## src/rtl/reg_scoreboard.sv

```systemverilog
// reg_scoreboard: issue-side hazard tracking for reg_file plus round-robin
// arbitration of the single reg_file write port between ALU and LSU writebacks.
module reg_scoreboard #(
  parameter int REG_COUNT       = 32,
  parameter int WORD_SIZE       = 32,
  parameter int REG_ADDR_W      = $clog2(REG_COUNT),
  parameter int OUTSTANDING_MAX = 4
) (
  input  logic                  clk_i,
  input  logic                  rst_i,
  input  logic                  issue_valid_i,
  output logic                  issue_ready_o,
  input  logic [REG_ADDR_W-1:0] issue_rs0_i,
  input  logic [REG_ADDR_W-1:0] issue_rs1_i,
  input  logic [REG_ADDR_W-1:0] issue_rd_i,
  input  logic                  issue_wr_en_i,
  input  logic                  issue_src_i,
  input  logic                  alu_wb_valid_i,
  output logic                  alu_wb_ready_o,
  input  logic [REG_ADDR_W-1:0] alu_wb_rd_i,
  input  logic [WORD_SIZE-1:0]  alu_wb_data_i,
  input  logic                  lsu_wb_valid_i,
  output logic                  lsu_wb_ready_o,
  input  logic [REG_ADDR_W-1:0] lsu_wb_rd_i,
  input  logic [WORD_SIZE-1:0]  lsu_wb_data_i,
  output logic                  reg_write_o,
  output logic [REG_ADDR_W-1:0] write_reg_o,
  output logic [WORD_SIZE-1:0]  write_data_o,
  output logic [REG_COUNT-1:0]  busy_o,
  output logic                  err_o
);

  localparam int CNT_W = $clog2(OUTSTANDING_MAX + 1);

  typedef enum logic {
    SRC_ALU = 1'b0,
    SRC_LSU = 1'b1
  } wb_src_e;

  logic [REG_COUNT-1:0]  busy_q;
  logic [REG_COUNT-1:0]  owner_q;
  logic [CNT_W-1:0]      count_q;
  wb_src_e               rr_ptr_q;

  logic                  count_full;
  logic                  issue_set;
  logic                  contend;
  logic                  gnt_any;
  logic                  gnt_src;
  logic [REG_ADDR_W-1:0] gnt_rd;
  logic [WORD_SIZE-1:0]  gnt_data;
  logic                  gnt_retiring;
  logic                  wb_match;
  logic                  commit;
  logic                  wb_err;

  assign busy_o     = busy_q;
  assign count_full = (count_q == CNT_W'(OUTSTANDING_MAX));

  // Issue gate: RAW on either source, WAW on rd, or no free outstanding slot.
  always_comb begin
    issue_ready_o = !busy_q[issue_rs0_i] && !busy_q[issue_rs1_i]
                 && !(issue_wr_en_i && busy_q[issue_rd_i])
                 && !(issue_wr_en_i && (issue_rd_i != '0) && count_full);
    issue_set     = issue_valid_i && issue_ready_o && issue_wr_en_i && (issue_rd_i != '0);
  end

  // Write-port arbitration and legality of the granted writeback.
  always_comb begin
    contend        = alu_wb_valid_i && lsu_wb_valid_i;
    alu_wb_ready_o = alu_wb_valid_i && (!lsu_wb_valid_i || (rr_ptr_q == SRC_ALU));
    lsu_wb_ready_o = lsu_wb_valid_i && (!alu_wb_valid_i || (rr_ptr_q == SRC_LSU));
    gnt_any        = alu_wb_ready_o || lsu_wb_ready_o;
    gnt_src        = lsu_wb_ready_o;
    gnt_rd         = lsu_wb_ready_o ? lsu_wb_rd_i   : alu_wb_rd_i;
    gnt_data       = lsu_wb_ready_o ? lsu_wb_data_i : alu_wb_data_i;
    // A register whose commit is already on the write port stays busy for one
    // more cycle but is no longer awaiting a writeback; a second one is illegal.
    gnt_retiring   = reg_write_o && (write_reg_o == gnt_rd);
    wb_match       = busy_q[gnt_rd] && !gnt_retiring && (owner_q[gnt_rd] == gnt_src);
    commit         = gnt_any && (gnt_rd != '0) && wb_match;
    wb_err         = gnt_any && (gnt_rd != '0) && !wb_match;
  end

  // Pending-register bookkeeping, outstanding count, arbitration pointer, error flag.
  always_ff @(posedge clk_i) begin
    if (rst_i) begin
      busy_q   <= '0;
      owner_q  <= '0;
      count_q  <= '0;
      rr_ptr_q <= SRC_ALU;
      err_o    <= 1'b0;
    end else begin
      // NOTE: non-blocking assignments here; the two indexed busy updates read
      // pre-edge state and can never target the same bit (WAW blocks the issue).
      if (reg_write_o) begin
        busy_q[write_reg_o] <= 1'b0;
      end
      if (issue_set) begin
        busy_q[issue_rd_i]  <= 1'b1;
        owner_q[issue_rd_i] <= issue_src_i;
      end
      case ({issue_set, reg_write_o})
        2'b10:   count_q <= count_q + CNT_W'(1);
        2'b01:   count_q <= count_q - CNT_W'(1);
        default: count_q <= count_q;
      endcase
      if (contend) begin
        rr_ptr_q <= (rr_ptr_q == SRC_ALU) ? SRC_LSU : SRC_ALU;
      end
      if (wb_err) begin
        err_o <= 1'b1;
      end
    end
  end

  // Registered reg_file write port; index and data hold when nothing commits.
  always_ff @(posedge clk_i) begin
    if (rst_i) begin
      // NOTE: the data register is reset too, so the write port never shows X.
      reg_write_o  <= 1'b0;
      write_reg_o  <= '0;
      write_data_o <= '0;
    end else begin
      reg_write_o <= commit;
      if (commit) begin
        write_reg_o  <= gnt_rd;
        write_data_o <= gnt_data;
      end
    end
  end

endmodule

```

## config.mk

```make
export PLATFORM = sky130hd
export DESIGN_NAME = reg_scoreboard
export DESIGN_NICKNAME = d
export VERILOG_FILES = /design/src/rtl/reg_scoreboard.sv
export SDC_FILE = /design/constraint.sdc
export NUM_CORES = 1
export LEC_CHECK = 0
export ABC_AREA = 1
export CAP_MARGIN = 5
export CORE_MARGIN = 2
export CORE_UTILIZATION = 40
export DETAILED_ROUTE_END_ITERATION = 6
export PLACE_DENSITY = 0.64
export SYNTH_ARGS = -nofsm -noshare
export SYNTH_HDL_FRONTEND = slang
export SYNTH_SLANG_ARGS = --single-unit
export TNS_END_PERCENT = 20
```

## constraint.sdc

```tcl
create_clock -name clk_i -period 3.6 [get_ports clk_i]
set_input_delay 1.08 -clock clk_i [delete_from_list [all_inputs] [get_ports clk_i]]
set_output_delay 1.08 -clock clk_i [all_outputs]
set_load 0.005 [all_outputs]
```

==> flow_metrics.env <==
export IMPL_synth_simple_area_share=0.394
export IMPL_arrival_ps=2440
export IMPL_die_h_um=133
export IMPL_ys_seq_area_frac=0.320
export IMPL_drtPass1Iterations=5
export IMPL_r2r_slack_ps=950
export IMPL_reg2reg_from="busy_o[15]"
export IMPL_cp_end_kind="output pin"
export IMPL_cp_slowest_stage_delay_ps=500
export IMPL_synth_compound_area_frac=0.160
export IMPL_power_density_mw_per_mm2=354
export IMPL_grt_first_pass_wirelength_mm=39.6
export IMPL_finalNonFillerCells=1571
export IMPL_crit_fanout=3
export IMPL_synth_edf_count=0
export IMPL_ir_worst_vdd_mv=0.215
export IMPL_netlist_area_leader_share=0.320
export IMPL_dpl_cell_count=1546
export IMPL_synth_area_mux_share=0
export IMPL_area_growth_syn_to_layout_pct=40.7
export IMPL_avgSynthCellArea_um2=5.86
export IMPL_r2r_end="count_q[2]"
export IMPL_synthTopCellsByCount="nand2_1, nor2_1, inv_1"
export IMPL_grt_pass1_vias=7422
export IMPL_clockRootBuffer="clkbuf_16"
export IMPL_clk_latency_ps=370
export IMPL_die_w_um=133
export IMPL_holdWs_ps=428
export IMPL_grt_usage=0.281
export IMPL_power_leakage_nw=4.02
export IMPL_tightest_slew_ps=670
export IMPL_vias_per_cell=5.16
export IMPL_final_max_slew_viol_count=0
export IMPL_fin_skew_ps=9.71
export IMPL_hold_path_class="reg2reg"
export IMPL_synth_xor_area_share=0.00262
export IMPL_layout_nets=1444
export IMPL_post_route_min_period_ps=3520
export IMPL_setup_viol=0
export IMPL_rsz0062_at_grt="false"
export IMPL_crit_slowest_cell="clkdlybuf4s50_1"
export IMPL_holdPathEnd="owner_q[0]"
export IMPL_synth_top_family_by_area="simple AND/OR/NAND/NOR gates"
export IMPL_numCtsBuffers=9
export IMPL_min_path_cells=2
export IMPL_dr_first_iter_drc_count=700
export IMPL_synth_area_mm2=0.00669
export IMPL_ys_top_cells_by_area="dfxtp_1, nand2_1, nand3_1, nor2_1, inv_1"
export IMPL_critical_path_class="in2out"
export IMPL_die_area_mm2=0.0178
export IMPL_final_area_mm2=0.00941
export IMPL_post_route_util=0.571
export IMPL_cts_buffer_depth=2
export IMPL_ios=170
export IMPL_num_antenna_cells=0
export IMPL_slew_headroom=0.553
export IMPL_clock_sinks=107
export IMPL_overflow=0
export IMPL_fillers=1688
export IMPL_drive_above_1_share=0.110
export IMPL_drv_cap=0
export IMPL_ant_nets=0
export IMPL_synth_top_area_cell="dfxtp_1"
export IMPL_hold_viol=0
export IMPL_drt_wl_total_mm=25.2
export IMPL_coreArea_mm2=0.0165
export IMPL_yosys_warnings=0
export IMPL_synth_seq_cells=107
export IMPL_hp_start="owner_q[0]"
export IMPL_cp_required_ps=2520
export IMPL_outcome="completed"
export IMPL_cts_max_level=3
export IMPL_crit_chain="clkdlybuf4s50_1 > buf_4 > o211ai_1 > nand3_1 > nand3_1 > nand2_2 > nand3_1 > inv_1 > dlygate4sd2_1"
export IMPL_gp_congestion=0.983
export IMPL_syn_inst=1142
export IMPL_max_freq_ghz=0.284
export IMPL_critPathLaunchType="input pin"
export IMPL_io_buffers=169
export IMPL_cts_tree="done"
export IMPL_dpl_cell_area_mm2=0.00899
export IMPL_r2r_cells=16
export IMPL_mappedNetlistNets=1240
export IMPL_synth_flop_cell="dfxtp_1"
export IMPL_synthArstFlopShare=0
export IMPL_synth_fa_ha_area_frac=0.00486
export IMPL_post_synth_top_count_cell="nand2_1"
export IMPL_finalCritPeriodShare=0.978
export IMPL_ys_types=28
export IMPL_cp_common_cell="nand3_1"
export IMPL_vias=8099
export IMPL_rows=47
export IMPL_antenna_found_initial=0
export IMPL_grt_max_degree=66
export IMPL_setup_tns_final_ps=0
export IMPL_post_dp_hpwl_mm=18.3
export IMPL_drc=0
export IMPL_clkSlewWorstSetupHoldPaths_ps=70
export IMPL_start_util=0.406
export IMPL_drt_wirelength_per_cell_um=16.0
[cell type report]
class | instances | area (µm²) | share of cell area
clock buffers | 10 | 229 | 0.0243
well taps | 220 | 275 | 0.0293
flip-flops and latches | 107 | 2140 | 0.228
inverters | 127 | 479 | 0.0509
repair buffers | 250 | 2390 | 0.254
multi-input cells | 851 | 3830 | 0.407
clock inverters | 6 | 58.8 | 0.00625
[stage by stage]
stage,setup slack (ps),power (mW)
floorplan,212,1.87
global placement,-607,2.34
detailed placement,-616,2.34
CTS,14.9,3.33
global route,0.909,3.52
finish,79.5,3.33
[cell families (layout without fill, tap and decap cells)]
logic type,Yosys count,count (layout)
AOI/OAI and AO/OA,201,201
adders and majority gates,2,2
buffers and inverters,184,393
xor gates and xnor gates,2,2
and+or+nand+nor,646,646
DFF,107,107
[worst max-delay path, delay by kind of cell]
family	cells	cell delay, ps
AO/OA/AOI/OAI	1	90
buffers and inverters	4	910
AND/OR/NAND/NOR	4	360
[power by group]
group	switching, mW	internal [mW]
logic	0.538	0.477
clock network	0.508	0.484
registers	0.0593	1.26
[what timing repair did]
action / CTS / global route
gates resized for setup: 45 / 42
endpoints found under the setup margin: 2 / 1
pin swaps: 5 / 13
hold buffers: 0 / 0
setup buffers: 5 / 3
gates cloned: 1 / 0
[worst max-delay path by stage]
stage	from	to	cells after the start	slack, ps
floorplan	issue_rs0_i[0]	count_q[2]	17	210
global placement	issue_rd_i[1]	issue_ready_o	12	-610
detailed placement	issue_rd_i[1]	issue_ready_o	12	-620
CTS	issue_rs1_i[0]	issue_ready_o	12	10
global route	issue_rd_i[0]	issue_ready_o	13	0.9
finish	issue_rs1_i[2]	issue_ready_o	9	80
[registers in the layout, summed over array words and instances (netlist names)]
signal,flops
busy_o,32
count_q,3
reg_write_o,1
owner_q,32
write_reg_o,5
rr_ptr_q,1
write_data_o,32
err_o,1
[layer usage]
metal / up-vias / share of wire / GRT usage
met2: 380 / 0.44 / 0.442
met1: 3612 / 0.43 / 0.370
met4: 0 / 0.035 / 0.115
li1: 4043 / - / -
met5: - / 0 / 0
met3: 64 / 0.090 / 0.0674
[layout by cell type (no fill, tap or decap), types with 6 or more instances in the layout]
cell type | Yosys | layout
clkdlybuf4s50_1 | 0 | 156
a21oi_1 | 90 | 87
buf_12 | 0 | 9
nand2_2 | 10 | 15
buf_4 | 11 | 67
o211ai_1 | 11 | 11
buf_6 | 5 | 6
clkbuf_16 | 0 | 9
nor2_1 | 153 | 151
inv_2 | 3 | 11
o21ai_1 | 0 | 19
nand2_1 | 350 | 345
o22ai_1 | 14 | 12
dfxtp_1 | 107 | 107
o21ai_0 | 81 | 62
nand3_1 | 122 | 119
inv_1 | 124 | 115
Note: power is estimated with default switching activity, not from simulation.
